File: src/rtl/sa_pkg.sv
// Shared types and width helpers for the weight-stationary systolic tile.
package sa_pkg;

    typedef enum logic [1:0] {
        S_IDLE    = 2'd0,
        S_LOAD    = 2'd1,
        S_COMPUTE = 2'd2,
        S_DRAIN   = 2'd3
    } sa_state_e;

    // Bits needed to count from 0 up to max_val inclusive.
    function automatic int cnt_width(input int max_val);
        return (max_val < 1) ? 1 : $clog2(max_val + 1);
    endfunction

endpackage

File: src/rtl/sa_pe.sv
// Processing element: multiply-accumulate against a stationary weight,
// registering the activation (passed right) and the psum (passed down).
module sa_pe
    import sa_pkg::*;
#(
    parameter int ADD_DATAWIDTH = 32,
    parameter int MUL_DATAWIDTH = 8
) (
    input  logic                     clk,
    input  logic                     rst_n,
    input  logic [MUL_DATAWIDTH-1:0] i_act,
    input  logic [MUL_DATAWIDTH-1:0] i_weight,
    input  logic [ADD_DATAWIDTH-1:0] i_psum,
    output logic [MUL_DATAWIDTH-1:0] o_act,
    output logic [ADD_DATAWIDTH-1:0] o_psum
);

    logic signed [ADD_DATAWIDTH-1:0] w_act_ext;
    logic signed [ADD_DATAWIDTH-1:0] w_wgt_ext;
    logic        [ADD_DATAWIDTH-1:0] w_prod;

    // Sign-extend both operands so the product wraps modulo 2^ADD_DATAWIDTH.
    assign w_act_ext = ADD_DATAWIDTH'($signed(i_act));
    assign w_wgt_ext = ADD_DATAWIDTH'($signed(i_weight));
    assign w_prod    = w_act_ext * w_wgt_ext;

    // Register the forwarded activation and the accumulated psum.
    always_ff @(posedge clk or negedge rst_n) begin
        if (!rst_n) begin
            o_act  <= '0;
            o_psum <= '0;
        end else begin
            o_act  <= i_act;
            o_psum <= i_psum + w_prod;
        end
    end

endmodule

File: src/rtl/sa_skew.sv
// Fixed-depth delay line used for activation/psum skew and output deskew.
// DEPTH=0 degenerates to a plain wire.
module sa_skew
    import sa_pkg::*;
#(
    parameter int WIDTH = 8,
    parameter int DEPTH = 0
) (
    input  logic             clk,
    input  logic             rst_n,
    input  logic [WIDTH-1:0] i_data,
    output logic [WIDTH-1:0] o_data
);

    generate
        if (DEPTH == 0) begin : g_wire
            // Clock and reset are not needed by a zero-length line.
            logic w_clk_unused;
            assign w_clk_unused = clk & rst_n;
            assign o_data       = i_data;
        end else begin : g_regs
            logic [WIDTH-1:0] r_line [DEPTH];

            // Advance the line one stage per cycle; the last stage drives the output.
            always_ff @(posedge clk or negedge rst_n) begin
                if (!rst_n) begin
                    for (int k = 0; k < DEPTH; k++) r_line[k] <= '0;
                end else begin
                    r_line[0] <= i_data;
                    for (int k = 1; k < DEPTH; k++) r_line[k] <= r_line[k-1];
                end
            end

            assign o_data = r_line[DEPTH-1];
        end
    endgenerate

endmodule

File: src/rtl/sa_tile.sv
// Self-sequencing weight-stationary systolic tile: weight load, skewed
// compute with valid tagging, deskewed column-aligned output and drain.
module sa_tile
    import sa_pkg::*;
#(
    parameter int ADD_DATAWIDTH = 32,
    parameter int MUL_DATAWIDTH = 8,
    parameter int NUM_ROWS      = 4,
    parameter int NUM_COLS      = 4
) (
    input  logic                              clk,
    input  logic                              rst_n,
    input  logic                              i_start_load,
    input  logic                              i_weight_valid,
    input  logic [MUL_DATAWIDTH*NUM_COLS-1:0] i_weight,
    input  logic                              i_act_valid,
    output logic                              o_act_ready,
    input  logic [MUL_DATAWIDTH*NUM_ROWS-1:0] i_act,
    input  logic [ADD_DATAWIDTH*NUM_COLS-1:0] i_psum,
    input  logic                              i_accumulate,
    input  logic                              i_last,
    output logic                              o_valid,
    output logic [ADD_DATAWIDTH*NUM_COLS-1:0] o_psum,
    output logic                              o_busy,
    output logic                              o_done
);

    localparam int LATENCY = NUM_ROWS + NUM_COLS;
    localparam int WCNT_W  = cnt_width(NUM_ROWS);
    localparam int DCNT_W  = cnt_width(LATENCY);
    localparam int MW      = MUL_DATAWIDTH;
    localparam int AW      = ADD_DATAWIDTH;

    sa_state_e           r_state;
    sa_state_e           w_next_state;
    logic [WCNT_W-1:0]   r_wcnt;
    logic [DCNT_W-1:0]   r_dcnt;
    logic                r_act_ready;
    logic                r_busy;
    logic                r_done;
    logic [LATENCY-1:0]  r_vpipe;
    logic [MW*NUM_COLS-1:0] r_w [NUM_ROWS];
    logic [AW*NUM_COLS-1:0] r_opsum;
    logic                w_accept;
    logic                w_wbeat;

    logic [MW-1:0] w_act_in   [NUM_ROWS];
    logic [AW-1:0] w_psum_in  [NUM_COLS];
    logic [MW-1:0] w_act_h    [NUM_ROWS][NUM_COLS];
    logic [MW-1:0] w_act_unused [NUM_ROWS];
    logic [AW-1:0] w_psum_v   [NUM_ROWS+1][NUM_COLS];
    logic [AW-1:0] w_desk     [NUM_COLS];

    assign w_accept = i_act_valid & r_act_ready;
    assign w_wbeat  = (r_state == S_LOAD) & i_weight_valid;

    // State register.
    always_ff @(posedge clk or negedge rst_n) begin
        if (!rst_n) r_state <= S_IDLE;
        else        r_state <= w_next_state;
    end

    // Next-state decode for the load/compute/drain sequence.
    always_comb begin
        w_next_state = r_state;
        case (r_state)
            S_IDLE:    if (i_start_load) w_next_state = S_LOAD;
                       else              w_next_state = S_IDLE;
            S_LOAD:    if (w_wbeat && (r_wcnt == WCNT_W'(NUM_ROWS - 1))) w_next_state = S_COMPUTE;
                       else                                              w_next_state = S_LOAD;
            S_COMPUTE: if (w_accept && i_last) w_next_state = S_DRAIN;
                       else                    w_next_state = S_COMPUTE;
            S_DRAIN:   if (r_dcnt == DCNT_W'(LATENCY - 1)) w_next_state = S_IDLE;
                       else                                w_next_state = S_DRAIN;
            default:   w_next_state = S_IDLE;
        endcase
    end

    // Weight-beat and drain counters plus the registered status outputs.
    always_ff @(posedge clk or negedge rst_n) begin
        if (!rst_n) begin
            r_wcnt      <= '0;
            r_dcnt      <= '0;
            r_act_ready <= 1'b0;
            r_busy      <= 1'b0;
            r_done      <= 1'b0;
        end else begin
            r_wcnt      <= (r_state != S_LOAD) ? '0 : (w_wbeat ? r_wcnt + WCNT_W'(1) : r_wcnt);
            r_dcnt      <= (r_state == S_DRAIN) ? r_dcnt + DCNT_W'(1) : '0;
            r_act_ready <= (r_state == S_COMPUTE) && !(w_accept && i_last);
            r_busy      <= (w_next_state != S_IDLE);
            r_done      <= (r_state == S_DRAIN) && (r_dcnt == DCNT_W'(LATENCY - 2));
        end
    end

    // Weight shift chain: newest beat enters row 0, older beats move down.
    always_ff @(posedge clk or negedge rst_n) begin
        if (!rst_n) begin
            for (int j = 0; j < NUM_ROWS; j++) r_w[j] <= '0;
        end else if (w_wbeat) begin
            r_w[0] <= i_weight;
            for (int j = 1; j < NUM_ROWS; j++) r_w[j] <= r_w[j-1];
        end
    end

    // Valid tag travelling alongside each accepted beat.
    always_ff @(posedge clk or negedge rst_n) begin
        if (!rst_n) r_vpipe <= '0;
        else        r_vpipe <= {r_vpipe[LATENCY-2:0], w_accept};
    end

    // Final output register after the deskew lines.
    always_ff @(posedge clk or negedge rst_n) begin
        if (!rst_n) begin
            r_opsum <= '0;
        end else begin
            for (int i = 0; i < NUM_COLS; i++) r_opsum[i*AW +: AW] <= w_desk[i];
        end
    end

    genvar gj, gi;
    generate
        for (gj = 0; gj < NUM_ROWS; gj++) begin : g_row
            // Bubbles inject zeros so idle cycles cannot disturb results.
            assign w_act_in[gj] = w_accept ? i_act[gj*MW +: MW] : '0;
            sa_skew #(.WIDTH(MW), .DEPTH(gj)) u_act_skew (
                .clk(clk), .rst_n(rst_n), .i_data(w_act_in[gj]), .o_data(w_act_h[gj][0])
            );
            for (gi = 0; gi < NUM_COLS; gi++) begin : g_col
                if (gi == NUM_COLS - 1) begin : g_edge
                    sa_pe #(.ADD_DATAWIDTH(AW), .MUL_DATAWIDTH(MW)) u_pe (
                        .clk(clk), .rst_n(rst_n),
                        .i_act(w_act_h[gj][gi]), .i_weight(r_w[gj][gi*MW +: MW]),
                        .i_psum(w_psum_v[gj][gi]),
                        .o_act(w_act_unused[gj]), .o_psum(w_psum_v[gj+1][gi])
                    );
                end else begin : g_inner
                    sa_pe #(.ADD_DATAWIDTH(AW), .MUL_DATAWIDTH(MW)) u_pe (
                        .clk(clk), .rst_n(rst_n),
                        .i_act(w_act_h[gj][gi]), .i_weight(r_w[gj][gi*MW +: MW]),
                        .i_psum(w_psum_v[gj][gi]),
                        .o_act(w_act_h[gj][gi+1]), .o_psum(w_psum_v[gj+1][gi])
                    );
                end
            end
        end
        for (gi = 0; gi < NUM_COLS; gi++) begin : g_colio
            assign w_psum_in[gi] = (w_accept && i_accumulate) ? i_psum[gi*AW +: AW] : '0;
            sa_skew #(.WIDTH(AW), .DEPTH(gi)) u_psum_skew (
                .clk(clk), .rst_n(rst_n), .i_data(w_psum_in[gi]), .o_data(w_psum_v[0][gi])
            );
            sa_skew #(.WIDTH(AW), .DEPTH(NUM_COLS - 1 - gi)) u_deskew (
                .clk(clk), .rst_n(rst_n), .i_data(w_psum_v[NUM_ROWS][gi]), .o_data(w_desk[gi])
            );
        end
    endgenerate

    assign o_act_ready = r_act_ready;
    assign o_valid     = r_vpipe[LATENCY-1];
    assign o_psum      = r_opsum;
    assign o_busy      = r_busy;
    assign o_done      = r_done;

endmodule

File: config.mk
export PLATFORM = sky130hd
export DESIGN_NAME = sa_tile
export DESIGN_NICKNAME = d
export VERILOG_FILES = /design/src/rtl/sa_pkg.sv /design/src/rtl/sa_pe.sv /design/src/rtl/sa_skew.sv /design/src/rtl/sa_tile.sv
export SDC_FILE = /design/constraint.sdc
export NUM_CORES = 2
export LEC_CHECK = 0
export CAP_MARGIN = 0
export CORE_MARGIN = 2
export CORE_UTILIZATION = 58
export DETAILED_ROUTE_END_ITERATION = 10
export PLACE_DENSITY = 0.75
export SLEW_MARGIN = 10
export SYNTH_ARGS = -nofsm -noshare
export SYNTH_HDL_FRONTEND = slang
export SYNTH_SLANG_ARGS = --single-unit
export TNS_END_PERCENT = 30
File: constraint.sdc
create_clock -name clk -period 10.98 [get_ports clk]
set_input_delay 3.294 -clock clk [delete_from_list [all_inputs] [get_ports clk]]
set_output_delay 3.294 -clock clk [all_outputs]
set_load 0.01 [all_outputs]
# Word-level counts from Yosys, hierarchy flattened
# Cells that the tools add are included.
totals:
  input_bits: 199
  ff_bits: 1316
op_classes:
  muxes: 16
  bitwise: 2
  n_mul: 16
  n_eq_ne: 7
  n_addsub: 18
  n_reduce_logical: 9
ops:
  columns: ["op", "n"]
  rows:
  - ["$add 32x32->32", 16]
  - ["$mul 8x8->16", 16]
  - ["$mux 32", 4]
  - ["$mux 8", 4]
  - ["$eq 4x3->1 const B", 2]
  - ["$pmux 2 s4", 1]
  - ["$mux 3", 2]
  - ["$logic_and 1x1->1", 5]
  - ["$add 4x1->4 const B", 1]
  - ["$eq 2x2->1 const B", 2]
  - ["$mux 2", 2]
  - ["$mux 4", 1]
  - ["$reduce_bool 2->1", 2]
  - ["$add 3x1->3 const B", 1]
  - ["$eq 3x2->1 const B", 1]
  - ["$and 1x1->1", 2]
  - ["$eq 2x1->1 const B", 1]
  - ["$logic_not 2->1", 1]
  - ["$mux 1", 2]
  - ["$ne 2x1->1 const B", 1]
  - ["$logic_not 1->1", 1]

# Depth between registers and ports, before layout
logic_depth:
  word_depth: 6
  mapped_depth: 33

# Hierarchy
# From an unflattened synthesis, not the netlist that was laid out.
hier_totals:
  hier_cells: 9873
  area_unflattened_um2: 104102.3
by_module_without_submodules:
  columns: ["mod", "cells_each", "area_each_um2", "n_inst", "seq_area_each_um2"]
  rows:
  - ["sa_pe (g_row[0].g_col[0].g_inner.u_pe ...)", 535, 5062.4, 6, 1001.0]
  - ["sa_pe (g_row[2].g_col[2].g_inner.u_pe ...)", 538, 5082.4, 5, 1001.0]
  - ["sa_tile", 637, 10390.0, 1, 6906.6]
  - ["sa_pe (g_row[1].g_col[3].g_edge.u_pe ...)", 541, 5121.2, 2, 1001.0]
  - ["sa_skew (g_colio[0].u_deskew ...)", 128, 2642.5, 2, 2402.3]
  - ["sa_pe (g_row[2].g_col[1].g_inner.u_pe)", 533, 5101.1, 1, 1001.0]
  - ["sa_pe (g_row[1].g_col[2].g_inner.u_pe)", 540, 5096.1, 1, 1001.0]
  - ["sa_pe (g_row[3].g_col[3].g_edge.u_pe)", 533, 5054.8, 1, 1001.0]
  - ["sa_skew (g_colio[1].u_deskew ...)", 96, 1841.8, 2, 1601.5]
  - ["sa_skew (g_colio[1].u_psum_skew ...)", 32, 800.8, 2, 800.8]
  - ["sa_skew (g_row[3].u_act_skew)", 32, 660.6, 1, 600.6]
  - ["sa_skew (g_colio[0].u_psum_skew ...)", 32, 240.2, 2, 0.0]
  - ["sa_skew (g_row[2].u_act_skew)", 24, 460.4, 1, 400.4]
  - ["sa_skew (g_row[1].u_act_skew)", 8, 200.2, 1, 200.2]
  - ["sa_skew (g_row[0].u_act_skew)", 8, 60.1, 1, 0.0]

# Worst setup path after synthesis
# OpenSTA, ideal clock, no wires.
synth_timing:
  kind: "input -> register"
  start: "in i_act_valid"
  end: "reg g_row[0].g_col[0].g_inner.u_pe.o_psum[26]"
  t_required_ns: 10.857
  path_slack_ns: 0.905
  t_arrival_ns: 9.952
  cell_stages: 25
  path_cell_list: "clkbuf_1 and3_1 clkbuf_1 nand2_1 fa_1 fa_1 fa_1 inv_1 fa_1 ha_1 a21oi_1 nor3b_1 a21oi_4 xnor2_1 inv_2 buf_2 ha_1 o211ai_1 o311ai_0 a41oi_2 a21oi_1 or2_4 a21boi_2 maj3_1 xnor2_1"
synth_via:
  elab_chain_cells: 4
  elab_cells_between_ends: 6
  classes_between: "1 x add/sub; 1 x mul; 2 x mux; 1 x bitwise; 1 x reduce/logical"
synth_lines:
  columns: ["element", "line_no", "rtl"]
  rows:
  - ["start, declared", "sa_tile.sv:16", "input logic i_act_valid,"]
  - ["$and 1x1->1", "sa_tile.sv:54", "assign w_accept = i_act_valid & r_act_ready;"]
  - ["$mux 8", "sa_tile.sv:125", "assign w_act_in[gj] = w_accept ? i_act[gj*MW +: MW] : '0;"]
  - ["named net g_row[0].g_col[0].g_inner.u_pe.i_act[7]", "sa_pe.sv:11", "input logic [MUL_DATAWIDTH-1:0] i_act,"]
  - ["$mul 8x8->16", "sa_pe.sv:25", "assign w_prod = w_act_ext * w_wgt_ext;"]
  - ["$add 32x32->32", "sa_pe.sv:34", "o_psum <= i_psum + w_prod;"]
  - ["end signal, assigned", "sa_pe.sv:34", null]
  - ["end, declared", "sa_pe.sv:15", "output logic [ADD_DATAWIDTH-1:0] o_psum"]
# The timed path passes the listed nets, and every way through them passes these cells.
# A chain may end at the register's enable or synchronous reset.

# Final worst setup path
layout_timing:
  start: "in i_act_valid"
  end: "reg g_row[0].g_col[0].g_inner.u_pe.o_psum[31]"
layout_via:
  elab_chain_cells: 4
  elab_cells_between_ends: 6
  classes_between: "1 x add/sub; 1 x mul; 2 x mux; 1 x bitwise; 1 x reduce/logical"
layout_lines:
  columns: ["element", "line_no"]
  rows:
  - ["$and 1x1->1 (*)", "sa_tile.sv:54"]
  - ["$mux 8 or $logic_and 1x1->1 (tied branches)", "sa_tile.sv:125, sa_tile.sv:148"]
  - ["$mul 8x8->16 or $mux 32 (tied branches)", "sa_pe.sv:25, sa_tile.sv:148"]
  - ["$add 32x32->32 (*)", "sa_pe.sv:34"]
# Mark *: on every way between the ends. The rest lies on a longest branch, timed or not.

==> qor.yml <==
numPortBuffers: 330
root_buffer: "sky130_fd_sc_hd__clkbuf_16"
worst_setup_path_startpoint: "i_act_valid"
final_core_utilization_pct: 65.1
post_synth.cell_area_avg_um2: 10.6
reg2reg_to: "g_row[2].g_col[0].g_inner.u_pe.o_psum[31]$_DFF_PN0_"
grt_setup_unrepaired: "no"
layout.cell_area.non_filler_um2: 108000
cts-buffers-inserted: 147
hold-worst-slack_ns: 0.336
critical_path.endpoint_type: "flip-flop"
cts_setup_buffers: 0
crit_slowest_cell: "sky130_fd_sc_hd__clkdlybuf4s50_1"
worst_ep_required_time_ns: 11.72
r2r_slack_ns: 3.23
start_util_pct: 58.2
routedWlPerCell_um: 17.3
vias_after_detailed_routing: 64600
antenna_found_initial: 18
detail_route.wirelength_um: 206000
postPlaceCellArea_um2: 103000
fin_cells: 11900
detail_route.vias_per_cell: 5.43
worst_setup_hold_path_clk_slew_ns: 0.07
final_net_count: 11600
total_power_mw: 31.2
count_of_flip_flops_with_a_built_in_enable_after_synthesis: 0
final.setup_skew_ns: 0.0341
synth_sequential_area_ratio_pct: 33.9
detail_route.drc_violations: 0
maxCapViolCount: 0
power.density_cell_area_nw_per_um2: 287
place_ws_ns: 0.119
postSynth.asyncResetShare_pct: 100
timing.slew.headroom_pct: 25.3
first_global_vias: 68600
ys_ff_latch: 1316
max_slew_vio_count: 0
number_of_setup_violations_in_the_final_report: 0
overflow: 0
synthDistinctLibCells: 81
synth.yosys.warnings: 0
grt_start_max_net_pins: 206
filler_cell_count: 12900
num_rows: 150
worstSkewPairLatency_ns: 0.81
num_io_pins: 331
globalplace.congestion: 0.874
timing.critical_path.from_type: "input port"
grt_pass1_wl_um: 345000
synth.largest_area_cell: "sky130_fd_sc_hd__dfrtp_1"
detailedRoute.firstPassIterationCount: 6
worstSetupPathType: "input port to flip-flop"
total_leakage_power_nw: 55.2
ir_drop_v: 0.000233
core_area_um2: 167000
fp.dieH_um: 413
final.period_utilization_pct: 92.2
maximum_count_of_clock_buffers_along_a_single_path: 3
crit_end: "g_row[0].g_col[0].g_inner.u_pe.o_psum[31]$_DFF_PN0_"
die_outline_area_um2: 171000
critPathArrivalTime_ns: 10.87
detail_route.iter0.violations: 3817
reg2reg_from: "r_w[34]$_DFFE_PN0P_"
clock.fmax_ghz: 0.0988
timing.critical_path.slowest_cell_delay_ns: 0.64
crit_path_frequent_cell: "sky130_fd_sc_hd__fa_1"
h-tree-depth: 4
cts-hold-fix-buffers: 0
syn-num-nets: 11200
drt.antenna.violating_nets: 0
min_period_ns: 10.13
hp-class: "flip-flop to flip-flop"
synthFlopType: "sky130_fd_sc_hd__dfrtp_1"
dp.cells: 11600
worst-path-buf-inv: 5
finalWorstSetupSlack_ns: 0.854
crit_path_max_fanout: 11
setup-tns-final_ns: 0
outcome: "finished clean"
cts_repair_resize_count: 0
synth_largest_type_area_fraction_pct: 33.9
mapped_cells: 9158
track_usage_pct: 25.2
area_growth_syn_to_layout_pct: 11.8
synthesis.area_um2: 97000
synth.top_cells.by_area: "sky130_fd_sc_hd__dfrtp_1, sky130_fd_sc_hd__fa_1, sky130_fd_sc_hd__ha_1"
timing_worst_slew_pin_value_ns: 1.11
cts_tree: "done"
critical_path_depth: 28
die_x_um: 413
hold_viol_final: 0
ff2ff_path_depth: 29
post_route_cells_drive_above_1_share_pct: 4.79
critPathTopFamily: "adder cells"
tritoncts_num_sinks: 1316
post-dp-hpwl_um: 162000
state kept, by name, indices dropped and copies added (netlist names), 96 cells and up:
name	flops
g_row.g_col.g_inner.u_pe.o_psum	384
g_row.g_col.g_edge.u_pe.o_psum	128
o_psum	128
r_w	128
g_colio.u_deskew.g_regs.r_line	96
g_colio.u_deskew.o_data	96
g_colio.u_psum_skew.o_data	96
g_colio.u_psum_skew.g_regs.r_line	96
g_row.g_col.g_inner.u_pe.o_act	96
how the worst min path moves through the flow:
stage                     cells after the start                                         endpoint                                                start
after floorplan                               0  g_colio[0].u_deskew.g_regs.r_line[32]$_DFF_PN0_      g_colio[0].u_deskew.g_regs.r_line[64]$_DFF_PN0_
after global placement                        0         g_colio[2].u_deskew.o_data[12]$_DFF_PN0_  g_row[3].g_col[2].g_inner.u_pe.o_psum[12]$_DFF_PN0_
after detailed placement                      0  g_colio[0].u_deskew.g_regs.r_line[37]$_DFF_PN0_      g_colio[0].u_deskew.g_regs.r_line[69]$_DFF_PN0_
after CTS                                     0  g_colio[1].u_deskew.g_regs.r_line[63]$_DFF_PN0_  g_row[3].g_col[1].g_inner.u_pe.o_psum[31]$_DFF_PN0_
after global routing                          0  g_colio[1].u_deskew.g_regs.r_line[63]$_DFF_PN0_  g_row[3].g_col[1].g_inner.u_pe.o_psum[31]$_DFF_PN0_
final                                         0       g_colio[2].u_psum_skew.o_data[7]$_DFF_PN0_   g_colio[2].u_psum_skew.g_regs.r_line[39]$_DFF_PN0_
where the power goes:
part | total, mW | internal, mW | switching (mW)
clock | 5.33 | 3.20 | 2.13
combinational | 17.7 | 7.81 | 9.86
sequential | 8.17 | 6.82 | 1.35
worst register-to-register path: cells and delay by family (launching register included):
| kind | cells | cell delay [ns] |
|---|---|---|
| DFF | 1 | 0.64 |
| and+or+nand+nor | 7 | 1.60 |
| buffers and inverters | 4 | 0.36 |
| adders and majority gates | 6 | 2.77 |
| AOI/OAI and AO/OA | 10 | 2.00 |
| xor gates and xnor gates | 2 | 0.25 |
Yosys cell counts (8+ instances only):
master and count:
sky130_fd_sc_hd__or3_1 32, sky130_fd_sc_hd__a221o_1 8, sky130_fd_sc_hd__a21o_1 240, sky130_fd_sc_hd__ha_1 959
sky130_fd_sc_hd__nand2_1 437, sky130_fd_sc_hd__a31o_2 13, sky130_fd_sc_hd__dfrtp_1 1316, sky130_fd_sc_hd__a211oi_1 42
sky130_fd_sc_hd__a31oi_1 26, sky130_fd_sc_hd__nand3_1 83, sky130_fd_sc_hd__mux2_2 119, sky130_fd_sc_hd__nand2b_1 113
sky130_fd_sc_hd__nor2_1 351, sky130_fd_sc_hd__a2111oi_0 11, sky130_fd_sc_hd__o221ai_1 8, sky130_fd_sc_hd__inv_1 1386
sky130_fd_sc_hd__o31ai_1 17, sky130_fd_sc_hd__o21ai_0 266, sky130_fd_sc_hd__o21a_1 90, sky130_fd_sc_hd__nor2b_1 77
sky130_fd_sc_hd__o31a_1 8, sky130_fd_sc_hd__xnor2_1 573, sky130_fd_sc_hd__fa_1 896, sky130_fd_sc_hd__nor3_1 79
sky130_fd_sc_hd__a21boi_0 13, sky130_fd_sc_hd__clkbuf_1 97, sky130_fd_sc_hd__nor4_1 14, sky130_fd_sc_hd__xor2_1 166
sky130_fd_sc_hd__and3_1 73, sky130_fd_sc_hd__a41oi_1 14, sky130_fd_sc_hd__a211o_1 9, sky130_fd_sc_hd__nand4_1 27
sky130_fd_sc_hd__o211ai_1 22, sky130_fd_sc_hd__and2_1 812, sky130_fd_sc_hd__o21bai_1 116, sky130_fd_sc_hd__a21oi_1 518
sky130_fd_sc_hd__or2_2 17, sky130_fd_sc_hd__o22ai_1 8
metal layers:
layer / track usage, % / share of wire [%] / wire length (um)
met1: 34.5 / 44 / 91500
met2: 41.3 / 48 / 98200
met3: 4.28 / 5.1 / 10400
met4: 7.33 / 2.7 / 5480
met5: 0 / 0.070 / 144
cells in the final DEF, fill, tap and decap left out, types with 240 or more instances in the layout:
cell	n
sky130_fd_sc_hd__clkdlybuf4s50_1	329
sky130_fd_sc_hd__nor2_1	351
sky130_fd_sc_hd__ha_1	959
sky130_fd_sc_hd__a21o_1	240
sky130_fd_sc_hd__xnor2_1	573
sky130_fd_sc_hd__o21ai_0	266
sky130_fd_sc_hd__inv_1	1386
sky130_fd_sc_hd__a21oi_1	518
sky130_fd_sc_hd__fa_1	896
sky130_fd_sc_hd__dfrtp_1	1316
sky130_fd_sc_hd__and2_1	812
sky130_fd_sc_hd__nand2_1	437
kinds of logic (layout without fill, tap and decap cells):
family | after synthesis | after routing | share of synthesized area (%)
and+or+nand+nor | 2140 | 2140 | 11.6
adders and majority gates | 1856 | 1856 | 30.9
AOI/OAI and AO/OA | 1495 | 1495 | 9.73
buffers and inverters | 1490 | 2033 | 5.77
DFF | 1316 | 1316 | 33.9
xor gates and xnor gates | 740 | 740 | 6.69
muxes | 121 | 121 | 1.40
other | 0 | 2 | 0
final cells by class:
type / count / area [um2] / area share [%]
well taps: 2204 / 2760 / 2.54
repair buffers: 373 / 3730 / 3.44
inverters: 1387 / 5210 / 4.80
clock buffers: 183 / 4040 / 3.72
multi-input cells: 6352 / 58500 / 53.9
flip-flops and latches: 1316 / 32900 / 30.4
diodes: 2 / 5.00 / 0.00461
clock inverters: 90 / 1300 / 1.19
Note: power is estimated with default switching activity, not from simulation.
